[config.mk]
export PLATFORM = sky130hd
export DESIGN_NAME = si5340_init_sequencer
export DESIGN_NICKNAME = d
export VERILOG_FILES = /design/src/rtl/si5340_init_sequencer.sv
export SDC_FILE = /design/constraint.sdc
export NUM_CORES = 1
export LEC_CHECK = 0
export BUFFER_PORTS_ARGS = -buffer_cell sky130_fd_sc_hd__buf_2
export CORE_ASPECT_RATIO = 0.75
export CORE_UTILIZATION = 26
export DETAILED_ROUTE_END_ITERATION = 8
export HOLD_SLACK_MARGIN = 0.12
export PLACE_DENSITY = 0.47
export SYNTH_ARGS = -nofsm -noshare
export SYNTH_HDL_FRONTEND = slang
export SYNTH_SLANG_ARGS = --single-unit
[constraint.sdc]
create_clock -name clk_i -period 4.7 [get_ports clk_i]
set_clock_uncertainty 0.15 [all_clocks]
set_input_delay 0.235 -clock clk_i [delete_from_list [all_inputs] [get_ports clk_i]]
set_output_delay 0.235 -clock clk_i [all_outputs]
set_load 0.01 [all_outputs]
[src/rtl/si5340_init_sequencer.sv]
// Bring-up and supervision FSM for the Si5340 config path: power-up delay, loader
// load/write handshake, PLL lock qualification, bounded retry and a single ready/fail status.
module si5340_init_sequencer #(
    parameter bit AUTO_START       = 1'b1,
    parameter int PWRUP_CYC        = 1000,
    parameter int WRITE_TO_CYC     = 2000000,
    parameter int LOCK_STABLE_CYC  = 1000,
    parameter int LOCK_TO_CYC      = 5000000,
    parameter int LOL_DEBOUNCE_CYC = 16,
    parameter int RETRY_DELAY_CYC  = 1000,
    parameter int MAX_RETRY        = 3
) (
    input  logic       clk_i,
    input  logic       rst_i,
    input  logic       start_i,
    input  logic       loader_busy_i,
    input  logic       loader_done_i,
    input  logic       loader_err_i,
    input  logic       lol_i,
    output logic       load_o,
    output logic       write_o,
    output logic       ready_o,
    output logic       fail_o,
    output logic [3:0] retry_cnt_o,
    output logic [3:0] state_o
);
    localparam int M0 = (PWRUP_CYC > WRITE_TO_CYC) ? PWRUP_CYC : WRITE_TO_CYC;
    localparam int M1 = (M0 > LOCK_STABLE_CYC) ? M0 : LOCK_STABLE_CYC;
    localparam int M2 = (M1 > LOCK_TO_CYC) ? M1 : LOCK_TO_CYC;
    localparam int M3 = (M2 > LOL_DEBOUNCE_CYC) ? M2 : LOL_DEBOUNCE_CYC;
    localparam int MAX_CYC = (M3 > RETRY_DELAY_CYC) ? M3 : RETRY_DELAY_CYC;
    localparam int CW = $clog2(MAX_CYC) + 1;

    localparam logic [CW-1:0] PWRUP_LD  = CW'(PWRUP_CYC - 1);
    localparam logic [CW-1:0] BUSY_LD   = CW'(WRITE_TO_CYC - 1);
    localparam logic [CW-1:0] LOCKTO_LD = CW'(LOCK_TO_CYC - 1);
    localparam logic [CW-1:0] RETRY_LD  = CW'(RETRY_DELAY_CYC - 1);
    localparam logic [CW-1:0] STAB_LAST = CW'(LOCK_STABLE_CYC - 1);
    localparam logic [CW-1:0] DEB_LAST  = CW'(LOL_DEBOUNCE_CYC - 1);
    localparam logic [3:0]    RETRY_MAX = 4'(MAX_RETRY);

    typedef enum logic [3:0] {
        IDLE      = 4'd0,
        PWRUP     = 4'd1,
        LOAD      = 4'd2,
        WRITE     = 4'd3,
        BUSY      = 4'd4,
        LOCK_WAIT = 4'd5,
        LOCKED    = 4'd6,
        FAIL      = 4'd7,
        RETRY     = 4'd8
    } state_t;

    state_t        state_q, state_d;
    logic [CW-1:0] cnt_q, cnt_d;
    logic [CW-1:0] stab_q, stab_d;
    logic [CW-1:0] deb_q, deb_d;
    logic [3:0]    retry_q, retry_d;
    logic          err;

    // Loader busy is only status; the done/err pulses carry the handshake.
    logic unused_busy;
    assign unused_busy = loader_busy_i;

    always_comb begin
        state_d = state_q;
        retry_d = retry_q;
        stab_d  = '0;
        deb_d   = '0;
        err     = 1'b0;
        cnt_d   = (cnt_q != '0) ? cnt_q - 1'b1 : cnt_q;

        case (state_q)
            IDLE: begin
                if (AUTO_START || start_i) begin
                    state_d = PWRUP;
                    retry_d = '0;
                end
            end
            PWRUP:  if (cnt_q == '0) state_d = LOAD;
            LOAD:   state_d = WRITE;
            WRITE:  state_d = BUSY;
            BUSY: begin
                // err dominates a coincident done
                if (loader_err_i)       err = 1'b1;
                else if (loader_done_i) state_d = LOCK_WAIT;
                else if (cnt_q == '0)   err = 1'b1;
            end
            LOCK_WAIT: begin
                if (!lol_i && stab_q == STAB_LAST) state_d = LOCKED;
                else if (cnt_q == '0)             err = 1'b1;
                else                              stab_d = lol_i ? '0 : stab_q + 1'b1;
            end
            LOCKED: begin
                if (start_i) begin
                    state_d = PWRUP;
                    retry_d = '0;
                end else if (lol_i) begin
                    if (deb_q == DEB_LAST) err = 1'b1;
                    else                   deb_d = deb_q + 1'b1;
                end
            end
            FAIL: begin
                if (start_i) begin
                    state_d = PWRUP;
                    retry_d = '0;
                end
            end
            RETRY:  if (cnt_q == '0) state_d = LOAD;
            default: state_d = IDLE;
        endcase

        if (err) begin
            if (retry_q < RETRY_MAX) begin
                retry_d = retry_q + 4'd1;
                state_d = RETRY;
            end else begin
                state_d = FAIL;
            end
        end

        // Shared timer reloads on entry so each timed state sees a full window.
        if (state_d != state_q) begin
            case (state_d)
                PWRUP:     cnt_d = PWRUP_LD;
                BUSY:      cnt_d = BUSY_LD;
                LOCK_WAIT: cnt_d = LOCKTO_LD;
                RETRY:     cnt_d = RETRY_LD;
                default:   cnt_d = '0;
            endcase
        end
    end

    always_ff @(posedge clk_i) begin
        if (rst_i) begin
            state_q <= IDLE;
            cnt_q   <= '0;
            stab_q  <= '0;
            deb_q   <= '0;
            retry_q <= '0;
            load_o  <= 1'b0;
            write_o <= 1'b0;
            ready_o <= 1'b0;
            fail_o  <= 1'b0;
        end else begin
            state_q <= state_d;
            cnt_q   <= cnt_d;
            stab_q  <= stab_d;
            deb_q   <= deb_d;
            retry_q <= retry_d;
            load_o  <= (state_d == LOAD);
            write_o <= (state_d == WRITE);
            ready_o <= (state_d == LOCKED);
            fail_o  <= (state_d == FAIL);
        end
    end

    assign state_o     = state_q;
    assign retry_cnt_o = retry_q;
endmodule

# Word-level counts from Yosys, hierarchy flattened
# Cells that the tools add are included.
[classes] reduce_logical=11 order_cmp=1 muxes=23 n_eq_ne=19 n_bitwise=3 n_addsub=4
[op_table] op="23-bit case mux with 3 select lines" n=1
[op_table] op="24-bit by 1-bit adder with 24-bit output, second input constant" n=2
[op_table] op="24-bit two-way mux" n=2
[op_table] op="4-bit two-way mux" n=10
[op_table] op="4-bit by 3-bit equality test with 1-bit output, second input constant" n=8
[op_table] op="4-bit case mux with 7 select lines" n=1
[op_table] op="24-bit by 10-bit equality test with 1-bit output, second input constant" n=1
[op_table] op="24-bit by 4-bit equality test with 1-bit output, second input constant" n=1
[op_table] op="24-bit zero test" n=1
[op_table] op="24-bit nonzero test" n=1
[op_table] op="24-bit by 1-bit subtractor with 24-bit output, second input constant" n=1
[op_table] op="4-bit by 2-bit equality test with 1-bit output, second input constant" n=4
[op_table] op="5-bit OR reduction" n=2
[op_table] op="4-bit by 1-bit equality test with 1-bit output, second input constant" n=2
[op_table] op="4-bit equality test, second input constant" n=2
[op_table] op="4-bit case mux with 2 select lines" n=1
[op_table] op="1-bit two-way mux" n=7
[op_table] op="2-bit OR reduction" n=3
[op_table] op="4-bit by 1-bit adder with 4-bit output, second input constant" n=1
[op_table] op="4-bit zero test" n=1
[op_table] op="4-bit by 2-bit < comparator with 1-bit output, second input constant" n=1
[op_table] op="4-bit != test" n=1
[op_table] op="1-bit inverter" n=3
[op_table] op="1-bit case mux with 3 select lines" n=1
[op_table] op="3 further kinds" n=3
[totals] regBits=84 inputBits=7 out_inout_bits=12 elab_cells=70

# Longest topological paths before layout
# Gate-level depths: netlist of the first run.
[depth] depth_word=10 mapped_depth=12

# Least setup slack after synthesis of the first run
# Ideal clock, no wire load.
[synth_timing] kind="flip-flop to flip-flop" from="reg stab_q[20]" to="reg cnt_q[19]" setup_time_ns=0.091 path_slack_ns=1.656 stages_incl_launch_ff=10 t_required_ns=4.459 arrival_time_ns=2.803 n_path_buf=1 cell_sequence="dfxtp_1 > or4_1 > or4_4 > nor3_2 > nor4_1 > o21a_1 > a2111o_1 > buf_6 > o31a_1 > a311oi_1"
[synth_via] elab_chain_cells=9 word_cells_on_any_way=16 classes_between="eq/ne (6); mux (7); reduce/logical (3)"
[synth_lines] element="start, declared" line="56" text="logic [CW-1:0] stab_q, stab_d;"
[synth_lines] element="start signal, assigned" line="148" text="stab_q <= stab_d;"
[synth_lines] element="24-bit by 10-bit equality test with 1-bit output (*)" line="90" text="if (!lol_i && stab_q == STAB_LAST) state_d = LOCKED;"
[synth_lines] element="1-bit logical AND (*)" line="90"
[synth_lines] element="4-bit two-way mux or 1-bit two-way mux (tied branches)" line="90"
[synth_lines] element="4-bit case mux with 7 select lines or 1-bit case mux with 3 select lines (tied branches)" line="73" text="case (state_q)"
[synth_lines] element="4-bit two-way mux (*)" line="113" text="if (err) begin"
[synth_lines] element="4-bit equality test or 4-bit by 1-bit equality test with 1-bit output (tied branches)" line="124" text="case (state_d)"
[synth_lines] element="2-bit OR reduction (no source line)"
[synth_lines] element="23-bit case mux with 3 select lines" line="124"
[synth_lines] element="24-bit two-way mux" line="123" text="if (state_d != state_q) begin"
[synth_lines] element="end signal, assigned" line="147" text="cnt_q <= cnt_d;"
[synth_lines] element="end, declared" line="55" text="logic [CW-1:0] cnt_q, cnt_d;"
# Mark *: on every way between the ends. The rest lies on a longest branch, timed or not.
# A chain may end at the register's enable or synchronous reset.

# Worst setup path after layout of the first run
[layout_timing] from="reg cnt_q[0]" to="reg cnt_q[6]"
[layout_via] elab_chain_cells=10 word_cells_on_any_way=21 classes_between="add/sub (1); eq/ne (5); mux (11); reduce/logical (4)"
[layout_lines] element="24-bit zero test"
[layout_lines] element="1-bit two-way mux" line="87, 91"
[layout_lines] element="1-bit two-way mux" line="86" text="else if (loader_done_i) state_d = LOCK_WAIT;"
[layout_lines] element="1-bit two-way mux" line="85" text="if (loader_err_i) err = 1'b1;"
[layout_lines] element="1-bit case mux with 3 select lines" line="73"
[layout_lines] element="4-bit two-way mux" line="113"
[layout_lines] element="4-bit equality test or 4-bit by 1-bit equality test with 1-bit output (tied branches)" line="124"
[layout_lines] element="2-bit OR reduction (no source line)"
[layout_lines] element="23-bit case mux with 3 select lines" line="124"
[layout_lines] element="24-bit two-way mux" line="123"
# Parallel ways exist; a longest one is shown, timed or not. The select of a mux whose other input is x is not followed.

==> metrics.yaml, run 1 <==
outcome: "finished clean"
cts.clk_slew.worst_paths_ps: 70
fin_crit_ps: 3900
worstHoldPathType: "in -> reg"
synth.avg_cell_area_um2: 8.46
die_w_um: 146
syn_nets: 491
dpl_cell_area_mm2: 0.00438
cts_tree: "built"
vias: 3386
ys_ff_latch: 84
netlist_instances: 480
hpwl_mm: 6.81
start_util_pct: 26.7
wl_met2_mm: 3.94
num_rows: 39
yosysTopAreaCellShare_pct: 41.4
drc_errors: 0
area_growth_syn_to_layout_pct: 15.8
slowest_delay_ps: 670
cp_cell_sequence: "inv_1 > ha_1 > nor3b_1 > nand4_1 > o31ai_1 > a21o_1 > nor3_4 > xnor2_1 > nand2_1 > a211oi_1"
ys_seq_area_share_pct: 41.4
wl_mm: 9.68
layout.nets: 508
ys_warn_count: 0
relSlewSlack_pct: 44.9
clk_root_buffer_cell: "clkbuf_16"
detail-route-antenna-nets: 0
r2r-end: "cnt_q[6]"
design_area_mm2: 0.00470
grt_max_degree: 29
grt_pass1_wl_mm: 16.3
crit_arrival_ps: 4020
crit_slowest_cell: "xnor2_1"
holdBufCountCts: 0
post-route-period-util_pct: 83.0
crit_required_ps: 4820
htree_levels: 3
fin_tns_setup_ps: 0
cp.depth: 10
min-delay-start: "rst_i"
dr_wl_met3_um: 538
final_util_pct: 30.9
rsz0062_at_grt: "no"
path_max_fanout: 8
setup_viol: 0
overflow: 0
dieHeight_um: 110
grt_usage_pct: 13.1
viasPerCell: 4.79
postCtsSetupBuffers: 0
critPathLaunchType: "flop"
clock-sinks: 84
fin_ws_ps: 798
finalWeightedCongestion: 0.781
reg2reg_setup_slack_ps: 800
preCtsSetupSlack_ps: 866
final_cells: 707
synth-edff-count: 0
fp.dieArea_mm2: 0.0161
synth_async_sr_flop_share_pct: 0
critical_path.top_delay_family: "simple AND/OR/NAND/NOR gates"
ios: 19
fin_hold_ws_ps: 224
clkLatencyLatePin_ps: 350
path_buf_inv: 1
highest_layer: "met4"
synth_top_cell_by_area: "dfxtp_1"
port_buffers: 17
hold_depth: 3
synth_cell_types: 53
ir_drop_uv: 155
r2r_cells: 10
drive_gt1_share_pct: 8.96
antenna_found_initial: 0
cts_buffer_depth: 2
finalPower_mw: 1.94
drtIter0Drc: 224
firstDrtPassIters: 4
tightest_slew_ps: 826
whs_endpoint: "cnt_q[22]"
fmax_mhz: 256
grt_pass1_vias: 3178
cts_resized: 0
setup.worst_path.end_class: "flop"
p_leak_nw: 1.69
final_hold_viol_count: 0
synth_area_mm2: 0.00406
numCtsBuffers: 9
maxCapViolations: 0
slew_violations: 0
critPathKind: "reg -> reg"
placedCellCount: 691
synth_flop_cell: "dfxtp_1"
synth_area_leaders: "dfxtp_1 41%, xor2_1 7.1%, nor2_1 6.6%"
insertedDiodeCount: 0
core_mm2: 0.0152
detail_route.wl_per_cell_um: 13.7
rr_startpoint: "cnt_q[0]"
met1_length_mm: 5.04
powerDensity_mw_per_mm2: 413
flip-flops by register name, indices dropped and copies added, names as in the netlist:
signal,count
cnt_q,24
deb_q,24
stab_q,24
retry_cnt_o,4
state_o,4
fail_o,1
load_o,1
ready_o,1
write_o,1
where the power goes:
group	total, mW	switching (mW)	internal, mW	leakage [nW]
clock	0.782	0.300	0.482	0.156
sequential	0.799	0.0477	0.752	0.680
combinational	0.364	0.220	0.144	0.852
cell type report:
| cell class | count | area, µm² |
|---|---|---|
| clock inverter | 5 | 85.1 |
| timing repair buffer | 23 | 130 |
| sequential | 84 | 1680 |
| fill | 1620 | 10500 |
| clock buffer | 11 | 243 |
| multi-input combinational | 369 | 2270 |
| tap | 205 | 256 |
| inverter | 10 | 37.5 |
cells by family (layout without fill, tap and decap cells):
group,count (synthesis),after routing,synth area share (%)
flip-flops,84,84,41.4
AND/OR/NAND/NOR,242,242,30.5
XOR/XNOR,60,60,12.9
buffers and inverters,27,49,2.68
multiplexers,4,4,1.02
adder cells (fa/ha/maj),4,4,1.23
AO/OA/AOI/OAI,59,59,10.3
placed cells by master (no fill, tap or decap), types with 3 or more instances in the layout:
master,synthesis,final
buf_2,0,17
nor3_1,25,25
a311oi_1,3,3
o21ai_0,11,11
nand4_1,10,10
and3_1,19,19
or4_1,4,4
o31a_1,3,3
a21oi_1,14,14
xnor2_1,27,27
dfxtp_1,84,84
and2_1,4,4
a211oi_1,6,6
nand2b_1,4,4
or3_1,6,6
clkbuf_16,0,9
nor2_1,71,71
o21a_1,5,5
inv_1,10,10
nand3_1,20,20
ha_1,4,4
nor2b_1,5,5
buf_4,0,6
nor4_1,19,19
xor2_1,33,33
mux2i_1,3,3
nand2_1,38,38
a21o_1,3,3
worst max path at each step:
stage | from | endpoint
2_1_floorplan | stab_q[20] | cnt_q[19]
3_3_place_gp | cnt_q[0] | cnt_q[20]
3_5_place_dp | cnt_q[0] | cnt_q[10]
4_1_cts | cnt_q[0] | cnt_q[17]
5_1_grt | cnt_q[0] | cnt_q[10]
6_report | cnt_q[0] | cnt_q[6]
routing by layer:
metal  track usage (%)  up-vias
met5                 0        -
met4              5.13        0
met3              3.91       11
met2              19.1       65
met1              18.0     1573
li1                  -     1737
cell usage after synthesis (all sizes together), types with 5 or more instances:
cell type and n:
dfxtp 84, nor2 71, nand2 38, xor2 33, nor3 27, xnor2 27, nand3 20, and3 19
nor4 19, clkbuf 15, a21oi 14, o21ai 12, inv 10, nand4 10, a211oi 6, or3 6
nor2b 5, o21a 5, or4 5
worst reg2reg max path, cell delays in order, from the launching register on:
cell and delay [ps]:
dfxtp_1 330, inv_1 80, ha_1 210, nor3b_1 580, nand4_1 340, o31ai_1 380, a21o_1 310, nor3_4 120
xnor2_1 670, nand2_1 370, a211oi_1 290
Note: power is estimated with default switching activity, not from simulation.
==> run 2, diff against run 1 <==
==> constraint.sdc (replaced) <==
create_clock -name clk_i -period 3.65 [get_ports clk_i]
set_clock_uncertainty 0.15 [all_clocks]
set_input_delay 0.1825 -clock clk_i [delete_from_list [all_inputs] [get_ports clk_i]]
set_output_delay 0.1825 -clock clk_i [all_outputs]
set_load 0.01 [all_outputs]
==> metrics.yaml, run 2 (same netlist as run 1, synthesis figures left out) <==
htree_levels: 3  # unchanged
fmax_mhz: 295  # +15%
worstHoldPathType: "in -> reg"
die_w_um: 146  # unchanged
final_util_pct: 31.3  # +0.44 points
cp_cell_sequence: "or4_1 > or4_4 > nor3_2 > nor4_1 > o21a_1 > a2111oi_4 > a41oi_1 > o21a_1"
num_rows: 39  # unchanged
final_common_cell: "dfxtp_1"
drc_errors: 0  # unchanged
ios: 19  # unchanged
wl_mm: 9.53  # -1.5%
setup_viol: 0  # unchanged
crit_slowest_cell: "a2111oi_4"
firstDrtPassIters: 4  # unchanged
p_leak_nw: 1.73  # +2.6%
cts.clk_slew.worst_paths_ps: 70  # about the same
largestRegisters: "cnt_q x24, deb_q x24, stab_q x24"
drive_gt1_share_pct: 11.1  # +2.1 points
antenna_found_initial: 0  # unchanged
path_max_fanout: 9  # +1
clkLatencyLatePin_ps: 340  # about the same
fp.dieArea_mm2: 0.0161  # unchanged
relSlewSlack_pct: 45.0  # +0.12 points
layout.nets: 520  # +2.4%
finalPower_mw: 2.45  # +26%
grt_usage_pct: 12.7  # -0.37 points
setup.worst_path.end_class: "flop"
cts_tree: "built"
maxCapViolations: 0  # unchanged
slowest_delay_ps: 590  # -80 ps
critPathLaunchType: "flop"
crit_top_cell: "o21a_1"
crit_arrival_ps: 3470  # -550 ps
start_util_pct: 26.7  # unchanged
vias: 3424  # +1.1%
grt_max_degree: 25  # -14%
powerDensity_mw_per_mm2: 513  # +24%
clock-sinks: 84  # unchanged
cts_buffer_depth: 2  # unchanged
clk_root_buffer_cell: "clkbuf_16"
dieHeight_um: 110  # unchanged
overflow: 0  # unchanged
final_hold_viol_count: 0  # unchanged
detail-route-antenna-nets: 0  # unchanged
insertedDiodeCount: 0  # unchanged
finalWeightedCongestion: 0.818  # +4.7%
critPathKind: "reg -> reg"
ir_drop_uv: 222  # +44%
fin_tns_setup_ps: 0  # unchanged
timing.critical_path.from: "stab_q[20]"
layout_common_cells: "84 x dfxtp_1, 70 x nor2_1, 38 x nand2_1, 33 x xor2_1, 27 x xnor2_1"
grt_pass1_vias: 3094  # -2.6%
drtIter0Drc: 174  # -22%
tightest_slew_ps: 825  # -1.86 ps
grt_pass1_wl_mm: 15.9  # -2.2%
rr_startpoint: "stab_q[20]"
fillers: 1614  # -0.37%
detail_route.wl_per_cell_um: 13.3  # -3.2%
min-delay-start: "loader_done_i"
port_buffers: 17  # unchanged
viasPerCell: 4.76  # -0.57%
area_growth_syn_to_layout_pct: 17.5
fin_crit_ps: 3390  # -513 ps
hpwl_mm: 6.98  # +2.6%
rsz0062_at_grt: "no"
core_mm2: 0.0152  # unchanged
crit_required_ps: 3730  # -1090 ps
numCtsBuffers: 9  # unchanged
post-route-period-util_pct: 92.8  # +9.8 points
outcome: "finished clean"
slew_violations: 0  # unchanged
[run 2: changes by cell type in the layout (fill, tap and decap cells not counted), sizes merged]
| cell | before | now |
|---|---|---|
| buf | 23 | 34 |
| bufinv | 2 | 1 |
| clkbuf | 11 | 10 |
| clkinv | 2 | 1 |
| clkinvlp | 1 | 2 |
| dlygate4sd3 | 0 | 1 |
| inv | 10 | 12 |
[run 2: power by group]
part	internal [mW]	total, mW	switching (mW)
Sequential	0.968	1.02	0.0558
Clock	0.536	0.921	0.385
Combinational	0.214	0.504	0.289
Total	1.72	2.45	0.730
[run 2: per-stage QoR]
step / worst slack (ps) / instances / cell area (µm²) / hold WS (ps)
after detailed placement: 290 / 700 / 4440 / 289
after global routing: 4.05 / 719 / 4770 / 170
after CTS: 267 / 717 / 4750 / 139
final: 261 / 719 / 4770 / 161
after floorplan: 606 / 480 / 4060 / 268
after global placement: 313 / 700 / 4440 / 281
[run 2: area by class of cell]
type                       instances  area (µm²)  area share, %
clock buffer                      10         229           4.80
clock inverter                     6        71.3           1.49
inverter                          10        37.5          0.787
multi-input combinational        369        2270           47.6
sequential                        84        1680           35.2
tap                              205         256           5.37
timing repair buffer              35         223           4.67
[run 2: path summary, 6_finish.rpt]
check / to / slack [ps] / cells after the start
hold / removal: cnt_q[14] / 160 / 4
setup reg to reg: cnt_q[17] / 260 / 8
hold reg to reg: deb_q[0] / 300 / 1
setup / recovery: cnt_q[17] / 260 / 8
[run 2: per-layer routing]
layer,track usage (%),up-vias,wire length [µm]
met2,17.9,52,3730
met3,4.03,4,446
li1,-,1752,-
met5,0,-,0
met4,3.57,0,38
met1,18.3,1616,5310
[run 2: repair_timing]
| item | CTS | global route |
|---|---|---|
| hold endpoints to repair | 2 | 0 |
| hold buffers | 1 | 0 |
| setup buffers | 0 | 2 |
| resized for setup | 0 | 1 |
| endpoints found under the setup margin | 0 | 1 |
[run 2: critical path, delay by kind of cell, from the launching register on]
kind / cells / cell delay, ps
simple gates: 4 / 1320
flops: 1 / 340
compound gates: 4 / 1470
==> run 3, diff against run 2 <==
--- a/config.mk
+++ b/config.mk
@@ -5,6 +5,7 @@
 export SDC_FILE = /design/constraint.sdc
 export NUM_CORES = 1
 export LEC_CHECK = 0
+export ABC_AREA = 1
 export BUFFER_PORTS_ARGS = -buffer_cell sky130_fd_sc_hd__buf_2
 export CORE_ASPECT_RATIO = 0.75
 export CORE_UTILIZATION = 26
==> metrics.yaml, run 3 <==
finalPower_mw: 3.35  # +37%
drc_errors: 0  # unchanged
r2r_cells: 17  # +9
synthTopCellsByCount: "119 x nor2_1, 115 x nand2_1, 84 x dfxtp_1, 81 x inv_1, 37 x nand3_1"
port_buffers: 17  # unchanged
cts_tree: "built"
p_clk_share_pct: 27.0  # -11 points
area_growth_syn_to_layout_pct: 13.2
clk_root_buffer_cell: "clkbuf_16"
die_w_um: 154  # +4.9%
tightest_slew_ps: 647  # -178 ps
swShare_pct: 40.5  # +11 points
viasPerCell: 4.44  # -6.7%
htree_levels: 3  # unchanged
grt_usage_pct: 12.7  # about the same
slowest_delay_ps: 300  # -290 ps
finalWeightedCongestion: 0.793  # -3.0%
post-route-period-util_pct: 89.5  # -3.3 points
rsz0062_at_grt: "no"
final_cells: 888  # +24%
final_hold_viol_count: 0  # unchanged
crit_required_ps: 3690  # -40 ps
maxCapViolations: 0  # unchanged
fin_crit_ps: 3270  # -121 ps
yosysTopAreaCellShare_pct: 37.6  # -3.9 points
dpl_cell_area_mm2: 0.00477  # +7.2%
outcome: "finished clean"
synth-edff-count: 0  # unchanged
numCtsBuffers: 9  # unchanged
ios: 19  # unchanged
reg2reg_setup_slack_ps: 380  # +120 ps
fmax_mhz: 306  # +3.7%
fin_tns_setup_ps: 0  # unchanged
grt_pass1_vias: 3514  # +14%
drtIter0Drc: 278  # +60%
detail-route-antenna-nets: 0  # unchanged
synth_async_sr_flop_share_pct: 0  # unchanged
crit_arrival_ps: 3310  # -160 ps
cp_cell_sequence: "inv_1 > ha_1 > nand2_2 > nor2_4 > nand3_4 > clkinv_2 > nand3_2 > nand3_2 > nand2_2 > nand2_2 > nand2_2 > nand2_2 > nand2_4 > nor2_8 > nand2_4 > nand2_4 > a21oi_1"
worstHoldPathType: "in -> reg"
clock-sinks: 84  # unchanged
synthMuxAreaShare_pct: 0  # -1.0 points
synth-simple-area-share_pct: 37.9  # +7.4 points
synth_top_cell_by_area: "dfxtp_1"
p_leak_nw: 2.10  # +21%
fin_ws_ps: 383  # +121 ps
synth_cell_types: 42  # -21%
cts.clk_slew.worst_paths_ps: 70  # about the same
critPathLaunchType: "flop"
synth-adder-area-share_pct: 1.12  # -0.11 points
syn_nets: 660  # +34%
p_int_mw: 2.00  # +16%
layout.nets: 679  # +31%
grt_max_degree: 24  # -4.0%
synth_area_mm2: 0.00448  # +10%
final_common_cell: "nor2_1"
drive_gt1_share_pct: 11.3  # +0.20 points
firstDrtPassIters: 4  # unchanged
largestRegisters: "cnt_q x24, deb_q x24, stab_q x24"
crit_slowest_cell: "dfxtp_1"
placedCellCount: 871  # +24%
dieHeight_um: 116  # +4.9%
synth-compound-area-share_pct: 9.02  # -1.2 points
ys_seq_area_share_pct: 37.6  # -3.9 points
design_area_mm2: 0.00507  # +6.2%
relSlewSlack_pct: 56.5  # +11 points
synth_area_leaders: "dfxtp_1 38%, nor2_1 10%, nand2_1 9.6%"
setup.worst_path.end_class: "flop"
start_util_pct: 26.6  # -0.063 points
netlist_instances: 649  # +35%
synth_top_family_by_area: "simple AND/OR/NAND/NOR gates"
ys_ff_latch: 84  # unchanged
ir_drop_uv: 300  # +35%
hpwl_mm: 7.90  # +13%
detail_route.wl_per_cell_um: 11.9  # -10%
num_rows: 41  # +5.1%
slew_violations: 0  # unchanged
postCtsSetupBuffers: 0  # unchanged
timing.critical_path.from: "cnt_q[0]"
synth.avg_cell_area_um2: 6.90  # -18%
setup_viol: 0  # unchanged
overflow: 0  # unchanged
critPathKind: "reg -> reg"
insertedDiodeCount: 0  # unchanged
yosysMostFrequentCell: "nor2_1"
rr_startpoint: "cnt_q[0]"
vias: 3946  # +15%
wl_mm: 10.6  # +11%
combPwrFrac_pct: 40.0  # +19 points
fp.dieArea_mm2: 0.0178  # +10%
antenna_found_initial: 1  # +1
pwr-share-seq_pct: 32.9  # -8.9 points
core_mm2: 0.0168  # +11%
path_max_fanout: 23  # +14
clkLatencyLatePin_ps: 330  # about the same
grt_pass1_wl_mm: 17.9  # +12%
synth_xor_area_share_pct: 5.48  # -7.5 points
r2r-end: "cnt_q[8]"
cts_buffer_depth: 2  # unchanged
ys_warn_count: 0  # unchanged
powerDensity_mw_per_mm2: 662  # +29%
endpoint: "cnt_q[8]"
layout_common_cells: "119 x nor2_1, 115 x nand2_1, 84 x dfxtp_1, 81 x inv_1, 37 x nand3_1"
switching_power_mw: 1.36  # +86%
synth_flop_cell: "dfxtp_1"
preCtsSetupSlack_ps: 400  # +110 ps
crit_top_cell: "nand2_2"
-- run 3: cell count changes after synthesis, moves of 11 or more --
cell,previous run,this run
xnor2_1,27,12
xor2_1,33,16
nand3_1,20,37
a21oi_1,14,34
nand2_1,38,115
inv_1,10,81
nand2_2,0,11
nor2_1,71,119
and3_1,19,2
-- run 3: cells by family (layout without fill, tap and decap cells) --
| kind of cell | after synthesis | in the layout |
|---|---|---|
| buffers and inverters | 97 | 121 |
| XOR/XNOR | 28 | 28 |
| AND/OR/NAND/NOR | 364 | 364 |
| adder cells (fa/ha/maj) | 4 | 4 |
| AO/OA/AOI/OAI | 72 | 72 |
| flip-flops | 84 | 84 |
-- run 3: final cells by class --
cell class / count / area [µm²]
clock buffers: 10 / 229
well taps: 215 / 269
multi-input cells: 468 / 2390
repair buffers: 20 / 110
flip-flops and latches: 84 / 1680
fillers: 1850 / 11800
inverters: 85 / 320
clock inverters: 6 / 65.1
-- run 3: worst min-delay path by stage --
stage	startpoint	end	slack (ps)	depth (start not counted)
finish	loader_done_i	cnt_q[22]	180	5
global route	loader_done_i	cnt_q[22]	220	5
CTS	loader_done_i	cnt_q[22]	180	5
detailed placement	stab_q[0]	stab_q[0]	300	1
global placement	deb_q[0]	deb_q[0]	280	1
floorplan	deb_q[0]	deb_q[0]	270	1
-- run 3: routing by layer --
layer | global-route usage, % | up-vias | part of all wire, %
li1 | - | 2132 | -
met1 | 20.0 | 1743 | 60
met2 | 16.8 | 62 | 36
met3 | 2.84 | 9 | 3.3
met4 | 3.00 | 0 | 0.87
met5 | 0 | - | 0
-- run 3: stage by stage --
step	hold slack [ps]	utilization, %
2_1_floorplan	268	-
3_3_place_gp	282	28.3
3_5_place_dp	295	28.3
4_1_cts	178	30.1
5_1_grt	216	30.1
6_report	181	30.1
-- run 3: what timing repair did --
item                      CTS  global route
hold endpoints to repair    9             0
gates resized for setup     0             0
hold buffers                1             0
-- run 3: worst max-delay path, delay by kind of cell, from the launching register on --
family,cells,cell delay [ps]
buffers and inverters,2,340
AO/OA/AOI/OAI,1,60
flip-flops,1,300
adder cells (fa/ha/maj),1,260
AND/OR/NAND/NOR,13,2000
-- run 3: power groups by stage --
stage | clock (mW) | combinational [mW] | sequential [mW]
after detailed placement | 0 | 1.33 | 1.12
after global placement | 0 | 1.34 | 1.12
after CTS | 0.936 | 1.34 | 1.10
final | 0.907 | 1.34 | 1.11
after floorplan | 0 | 1.13 | 1.10
after global routing | 0.979 | 1.53 | 1.12
